==> config.mk <==
export PLATFORM = sky130hd
export DESIGN_NAME = uart_tx_queue
export DESIGN_NICKNAME = d
export VERILOG_FILES = /design/src/rtl/uart_pkg.sv /design/src/rtl/fifo_sync.sv /design/src/rtl/uart_tx_queue.sv
export SDC_FILE = /design/constraint.sdc
export NUM_CORES = 1
export LEC_CHECK = 0
export CAP_MARGIN = 20
export CELL_PAD_IN_SITES_DETAIL_PLACEMENT = 0
export CELL_PAD_IN_SITES_GLOBAL_PLACEMENT = 2
export CORE_ASPECT_RATIO = 1.75
export CORE_MARGIN = 2
export CORE_UTILIZATION = 28
export CTS_CLUSTER_SIZE = 30
export DETAILED_ROUTE_END_ITERATION = 10
export DONT_BUFFER_PORTS = 1
export PLACE_DENSITY = 0.51
export SLEW_MARGIN = 15
export SYNTH_ARGS = -nofsm -noshare
export SYNTH_HDL_FRONTEND = slang
export SYNTH_SLANG_ARGS = --single-unit
==> constraint.sdc <==
create_clock -name ipClk -period 5.2 [get_ports ipClk]
set_input_delay 1.04 -clock ipClk [delete_from_list [all_inputs] [get_ports ipClk]]
set_output_delay 1.04 -clock ipClk [all_outputs]
set_load 0.02 [all_outputs]
==> src/rtl/uart_pkg.sv <==
// uart_pkg: UART timing constants and the TX queue drive-FSM state type, shared with the UART block
package uart_pkg;

   // 50 MHz / 115200 Bd, rounded to the nearest whole clock
   localparam int unsigned CLKS_PER_BIT = 434;

   typedef enum logic [1:0] {
      IDLE,
      LOAD,
      SEND,
      WAIT_DONE
   } tx_state_e;

endpackage

==> src/rtl/fifo_sync.sv <==
// fifo_sync: single-clock byte FIFO holding storage, wrapping pointers and occupancy count
// Ports:
//   clk_i    clock, all logic on the rising edge
//   rst_ni   synchronous active-low reset; clears pointers and count, not storage
//   push_i   write request, ignored while full; data_i is the word written
//   pop_i    read request, ignored while empty; data_o always shows the head word
//   full_o   count == DEPTH
//   empty_o  count == 0
//   count_o  words currently stored, 0..DEPTH
module fifo_sync #(
   parameter int WIDTH = 8,
   parameter int DEPTH = 16
) (
   input  logic                   clk_i,
   input  logic                   rst_ni,
   input  logic                   push_i,
   input  logic [WIDTH-1:0]       data_i,
   input  logic                   pop_i,
   output logic [WIDTH-1:0]       data_o,
   output logic                   full_o,
   output logic                   empty_o,
   output logic [$clog2(DEPTH):0] count_o
);

   localparam int AW = $clog2(DEPTH);

   logic [WIDTH-1:0] mem_q [DEPTH];
   logic [AW-1:0]    wr_ptr_q, wr_ptr_d;
   logic [AW-1:0]    rd_ptr_q, rd_ptr_d;
   logic [AW:0]      count_q, count_d;
   logic             do_push, do_pop;

   // DEPTH is a power of two, so the count MSB is set only at exactly DEPTH
   assign full_o  = count_q[AW];
   assign empty_o = count_q == '0;
   assign do_push = push_i && !full_o;
   assign do_pop  = pop_i && !empty_o;
   assign data_o  = mem_q[rd_ptr_q];
   assign count_o = count_q;

   // pointers are exactly AW bits wide, so incrementing wraps modulo DEPTH
   always_comb begin
      wr_ptr_d = do_push ? wr_ptr_q + 1'b1 : wr_ptr_q;
      rd_ptr_d = do_pop ? rd_ptr_q + 1'b1 : rd_ptr_q;
      count_d  = (do_push && !do_pop) ? count_q + 1'b1 :
                 (do_pop && !do_push) ? count_q - 1'b1 : count_q;
   end

   always_ff @(posedge clk_i) begin
      if (!rst_ni) begin
         wr_ptr_q <= '0;
         rd_ptr_q <= '0;
         count_q  <= '0;
      end else begin
         wr_ptr_q <= wr_ptr_d;
         rd_ptr_q <= rd_ptr_d;
         count_q  <= count_d;
      end
   end

   always_ff @(posedge clk_i) begin
      if (do_push) mem_q[wr_ptr_q] <= data_i;
   end

endmodule

==> src/rtl/uart_tx_queue.sv <==
// uart_tx_queue: byte queue in front of a UART transmitter, handing bytes over one at a time
// Ports:
//   ipClk       clock, all logic on the rising edge
//   ipReset     synchronous active-low reset
//   ipWrData    byte from the producer
//   ipWrValid   producer write request
//   opWrReady   high while the queue has room (count < DEPTH)
//   opCount     bytes currently queued, 0..DEPTH
//   opOverflow  one-cycle pulse after a write was dropped because the queue was full
//   opTxData    byte presented to the UART, held from LOAD until the next LOAD
//   opTxSend    send request to the UART, high only in SEND
//   ipTxBusy    UART busy flag
module uart_tx_queue
   import uart_pkg::*;
#(
   parameter int DEPTH = 16,
   parameter int CW    = $clog2(DEPTH) + 1
) (
   input  logic          ipClk,
   input  logic          ipReset,
   input  logic [7:0]    ipWrData,
   input  logic          ipWrValid,
   output logic          opWrReady,
   output logic [CW-1:0] opCount,
   output logic          opOverflow,
   output logic [7:0]    opTxData,
   output logic          opTxSend,
   input  logic          ipTxBusy
);

   tx_state_e            state_q, state_d;
   logic [7:0]           tx_data_q, tx_data_d;
   logic                 overflow_q, overflow_d;
   logic                 pop;
   logic [7:0]           head;
   logic                 full, empty;
   logic [$clog2(DEPTH):0] fifo_count;

   fifo_sync #(
      .WIDTH (8),
      .DEPTH (DEPTH)
   ) u_fifo (
      .clk_i   (ipClk),
      .rst_ni  (ipReset),
      .push_i  (ipWrValid),
      .data_i  (ipWrData),
      .pop_i   (pop),
      .data_o  (head),
      .full_o  (full),
      .empty_o (empty),
      .count_o (fifo_count)
   );

   assign opWrReady  = !full;
   assign opCount    = CW'(fifo_count);
   assign opOverflow = overflow_q;
   assign opTxData   = tx_data_q;
   assign opTxSend   = state_q == SEND;

   // a pop in the same edge cannot rescue a write: fullness is judged before the edge
   assign overflow_d = ipWrValid && full;

   always_comb begin
      state_d   = state_q;
      pop       = 1'b0;
      tx_data_d = tx_data_q;
      unique case (state_q)
         IDLE:      state_d = (!empty && !ipTxBusy) ? LOAD : IDLE;
         LOAD: begin
            // LOAD is only entered with a non-empty queue, so this pop is always honoured
            pop       = 1'b1;
            tx_data_d = head;
            state_d   = SEND;
         end
         SEND:      state_d = ipTxBusy ? WAIT_DONE : SEND;
         WAIT_DONE: state_d = ipTxBusy ? WAIT_DONE : IDLE;
         default:   state_d = IDLE;
      endcase
   end

   always_ff @(posedge ipClk) begin
      if (!ipReset) begin
         state_q    <= IDLE;
         tx_data_q  <= 8'h00;
         overflow_q <= 1'b0;
      end else begin
         state_q    <= state_d;
         tx_data_q  <= tx_data_d;
         overflow_q <= overflow_d;
      end
   end

endmodule

* Word level (Yosys, flattened, before mapping)
Memory sizes are Yosys's and may differ from the RTL's. A register that Yosys moved wholly into a read port is not among the register bits. Index checks and enable logic that the tools add are counted.
Word-level totals: flip-flop bits (word level) 16, bits in latches 0, RAM bits 128, ROM bits 0, input bits 12, output and inout bits 16, word-level logic and storage cells 37, memories 1
Memories:
- u_fifo.mem_q | words 16, width 8, read ports 1, clocked after Yosys merged registers in 1, wr ports 1, line fifo_sync.sv:27 | logic [WIDTH-1:0] mem_q [DEPTH];
Operators by class: add/subtract/negate cells 4, $mul 0, divide/modulo/power cells 0, order comparisons 0, eq/ne operators 3, shift-type cells 0, mux-type cells 9, bitwise gates (word level) 0, reduce and logical (&&, ||, !) cells 15
Operators by type and width (number):
- 5-bit two-way mux | 2
- 4-bit by 1-bit adder with 4-bit output, second input constant | 2
- 2-bit one-hot mux with 4 select lines | 1
- 1-bit logical AND | 6
- 1-bit logical NOT | 6
- 5-bit by 1-bit adder with 5-bit output, second input constant | 1
- 5-bit logical NOT | 1
- 1-bit two-way mux | 5
- 5-bit by 1-bit subtractor with 5-bit output, second input constant | 1
- 2-bit == test, second input constant | 2
- 2-bit by 1-bit == test with 1-bit output, second input constant | 1
- 2-bit logical NOT | 1
- 2-bit two-way mux | 1
- 2-bit nonzero test | 1

* Longest topological paths before layout
depth after elaboration 6, mapped depth 9, depth with buffers taken out 9

* By module
From an unflattened synthesis, not the netlist that was laid out.
Unflattened totals: cell total of the unflattened synthesis 358, area total of the unflattened synthesis 6194.7 um^2
Modules (own cells, without submodules):
- fifo_sync | times used 1, cells each 310, area each 5743.0 um^2, seq. area each 4184.0 um^2
- uart_tx_queue | times used 1, cells each 48, area each 451.7 um^2, seq. area each 220.2 um^2

* Worst setup path before layout
No wires, ideal clock.
path type input-to-reg, start input port ipWrValid, end register u_fifo.count_q[4] (netlist: u_fifo.count_o[4]), setup time 72 ps, arrival time 2846 ps, required time 5128 ps, slack 2282 ps, stages 9, buffers on the path 1, cells stage by stage nor2b_1 -> clkbuf_1 -> ha_1 -> inv_1 -> fa_1 -> a21o_1 -> a21oi_1 -> mux2i_1 -> mux2i_1
Between the ends: cells in the longest elaborated chain, start to end 4, elaborated cells between the ends (all ways) 6, classes of those cells mux: 1; reduce/logical: 5
RTL lines:
- start: declaration | line uart_tx_queue.sv:22 | input logic ipWrValid,
- 1-bit logical AND (*) | line fifo_sync.sv:36 | assign do_push = push_i && !full_o;
- named net u_fifo.do_push | line fifo_sync.sv:31 | logic do_push, do_pop;
- 1-bit logical NOT | line fifo_sync.sv:46 | (do_pop && !do_push) ? count_q - 1'b1 : count_q;
- 1-bit logical AND | line fifo_sync.sv:46
- 2-bit nonzero test (no source line)
- end signal: assignment | line fifo_sync.sv:57 | count_q <= count_d;
- end: declaration | line fifo_sync.sv:30 | logic [AW:0] count_q, count_d;
The timed path passes the listed nets; every way through them passes the cells marked *. A chain may end at the register's enable or synchronous reset.

* Worst setup path after layout
start register u_fifo.count_q[0] (netlist: u_fifo.count_o[0]), end register u_fifo.count_q[4] (netlist: u_fifo.count_o[4])
Between the ends: cells in the longest elaborated chain, start to end 6, elaborated cells between the ends (all ways) 11, classes of those cells add/sub: 2; mux: 2; reduce/logical: 7
RTL lines:
- branches (longest 6 deep; another with 5-bit by 1-bit subtractor with 5-bit output)
Several ways; the timed one is not identified. The select of a mux whose other input is x is not followed.

==> flow_metrics.py <==
metrics = {
    "status": {
        "outcome": "finished, final reports clean",
    },
    "synthesis": {
        "synthesis.area_mm2": 0.006121,
        "synthDominantAreaCellType": "edfxtp_1",
        "ys_warn_count": 0,
        "synth_nets": 376,
        "synth_edf_count": 128,
        "ys_seq_area_share_pct": 70.65,
        "synthArstFlopShare_pct": 0,
        "avgSynthCellArea_um2": 17.29,
        "ys.flop_type": "edfxtp_1",
        "ys_ff_latch": 152,
        "synth_most_common_cell": "edfxtp_1",
        "yosysUniqueCellTypes": 41,
        "ys_top_cells_by_area": "edfxtp_1 63%, dfxtp_1 7.8%, mux4_2 6.6%",
        "synthDominantCellAreaShare_pct": 62.80,
        "syn_inst": 354,
        "synthTopCellsByCount": "128 x edfxtp_1, 24 x dfxtp_1, 22 x mux2i_1",
    },
    "route": {
        "initialDrtViolationCount": 143,
        "via_per_inst": 4.462,
        "via_count": 2963,
        "routedWlPerCell_um": 21.19,
        "ant_nets": 0,
        "remaining_drc_errors": 0,
        "dr.pass1.iters": 4,
        "wl_mm": 14.07,
    },
    "final_layout": {
        "syn_to_final_growth_pct": 12.98,
        "layout.cells.non_filler": 664,
        "drive_above_1_share_pct": 16.40,
        "nFillCells": 2134,
        "n_antenna_cell": 0,
        "utilization_pct": 32.17,
        "nNetsFinal": 381,
    },
    "grt": {
        "grt_pass1_wl_mm": 20.33,
        "grt_max_degree": 29,
        "grt_pass1_vias": 3141,
        "gr-total-overflow": 0,
        "grt.total_usage_pct": 13.00,
        "antenna_found_initial": 0,
    },
    "sta": {
        "rsz0062_at_grt": "no",
        "relSlewSlack_pct": 30.44,
        "skew_ns": 0.01019,
        "timing.final.ws_setup_ns": 2.180,
        "setup_violations": 0,
        "fmax_mhz": 331.2,
        "finalMaxSlewViolations": 0,
        "post-route-min-period_ns": 3.020,
        "tns_ns": 0,
        "fin_crit_sh_pct": 58.07,
        "finalHoldViolations": 0,
        "max_slew.worst_pin.slew_ns": 1.040,
    },
    "worst_setup_path": {
        "crit_type": "flip-flop to flip-flop",
        "cpMaxStageDelayCell": "or4_1",
        "cp-start-kind": "flip-flop",
        "cp_slowest_stage_delay_ns": 0.66,
        "critPathArrivalTime_ns": 3.37,
        "cpLargestDelayFamily": "compound AO/OA/AOI/OAI gates",
        "worstPathCellList": "or4_1 -> o21ai_2 -> ha_1 -> inv_1 -> fa_1 -> a21o_1 -> a21oi_1 -> mux2i_1 -> mux2i_1",
        "cp.required_ns": 5.55,
        "worst-path-max-fanout": 5,
        "cp_num_cells": 9,
        "reg2reg_depth": 9,
        "cpMostUsedCell": "mux2i_1",
        "end_kind": "flip-flop",
        "cp_num_buf_inv": 1,
    },
    "clock_tree": {
        "root_buffer": "clkbuf_16",
        "cts_buffers": 17,
        "clk_pin_slew_ns": 0.06,
        "clk_latency_ns": 0.42,
        "post_cts_buffers": 0,
        "cts_num_sinks": 152,
        "clock_path_buffers": 2,
        "cts_resized": 0,
        "cts_tree": "yes",
        "cts_hold_buf": 0,
        "h-tree-depth": 4,
    },
    "placed_design": {
        "io_buffers": 0,
        "dp_slack_ns": 1.934,
        "gp_congestion": 0.7436,
        "place_inst": 632,
        "dp_hpwl_mm": 9.408,
    },
    "floorplanning": {
        "initial_utilization_pct": 28.47,
        "num_io_pins": 28,
        "die-area_mm2": 0.02311,
        "core_area_mm2": 0.02150,
        "die_h_um": 199.6,
        "rows": 71,
        "die_width_um": 115.8,
    },
    "flow_run": {
        "cap_violations": 0,
    },
    "power_and_ir_drop": {
        "vdd_drop_max_mv": 0.1863,
        "p_per_area_mw_per_mm2": 422.4,
        "p_leak_nw": 2.208,
    },
    "min_path": {
        "hp-class": "flip-flop to flip-flop",
        "min_path_cells": 1,
    },
}
## metrics by stage
| step | total power [mW] | area (um2) | hold slack (ns) |
|---|---|---|---|
| 6_report | 2.921 | 6915 | 0.5109 |
| 5_1_grt | 3.049 | 6915 | 0.5798 |
| 2_1_floorplan | 1.795 | 6121 | 0.4691 |
| 3_5_place_dp | 1.901 | 6417 | 0.4956 |
| 3_3_place_gp | 1.904 | 6412 | 0.4953 |
| 4_1_cts | 2.968 | 6915 | 0.5100 |
## layer usage
layer	part of all wire [%]	up-vias	GRT usage (%)
li1	-	1388	-
met5	0	-	0
met3	3.1	20	3.124
met2	55	58	23.11
met4	3.8	0	7.319
met1	38	1497	13.87
## cells by family (layout without fill, tap and decap cells)
| family | after synthesis | in the layout | share of synthesized area (%) |
|---|---|---|---|
| and+or+nand+nor | 65 | 65 | 5.254 |
| xor gates and xnor gates | 8 | 8 | 1.145 |
| AOI/OAI and AO/OA | 39 | 39 | 4.538 |
| muxes | 53 | 53 | 13.84 |
| DFF | 152 | 152 | 70.65 |
| adders and majority gates | 10 | 10 | 2.167 |
| buffers and inverters | 27 | 45 | 2.412 |
## sequential cells by signal (all words and copies together), names as in the netlist
signal and count:
u_fifo.mem_q 128, opTxData 8, u_fifo.count_o 5, u_fifo.rd_ptr_q 4, u_fifo.wr_ptr_q 4, state_q 2
opOverflow 1
## power breakdown
group / total (mW) / internal [mW] / switching (mW) / leakage [nW]
Clock: 1.06 / 0.618 / 0.443 / 0.247
Sequential: 1.47 / 1.39 / 0.0772 / 1.35
Combinational: 0.395 / 0.180 / 0.214 / 0.609
Total: 2.92 / 2.19 / 0.735 / 2.21
## final cells by class
class	count	area (um2)	share of cell area, %
clock buffers	27	473.0	6.839
clock inverters	5	25.02	0.3619
inverters	5	18.77	0.2714
multi-input cells	175	1649	23.85
flip-flops and latches	152	4327	62.57
well taps	292	365.4	5.283
repair buffers	8	57.56	0.8323
## worst register-to-register path: cells and delay by family (launching register included)
family / cells / cell delay (ns)
buffers and inverters: 1 / 0.11
adders and majority gates: 2 / 0.65
muxes: 2 / 0.44
AOI/OAI and AO/OA: 3 / 0.68
and+or+nand+nor: 1 / 0.66
DFF: 1 / 0.43
## cells in the final DEF (no fill, tap or decap), drive strengths merged, types with 9 or more instances in the layout
cell type,synthesis,layout
edfxtp,128,128
clkbuf,11,27
dfxtp,24,24
mux4,23,23
mux2i,22,22
nand2,17,17
nor2,16,16
o21ai,12,12
nor2b,9,9
ha,9,9
## worst paths after layout
| kind | slack (ns) | end | from |
|---|---|---|---|
| max reg2reg | 2.18 | u_fifo.count_o[4] | u_fifo.count_o[0] |
| min reg2reg | 0.51 | state_q[1] | state_q[0] |
| min | 0.51 | state_q[1] | state_q[0] |
| max | 2.18 | u_fifo.count_o[4] | u_fifo.count_o[0] |
Power figures use the tool's default switching activity.
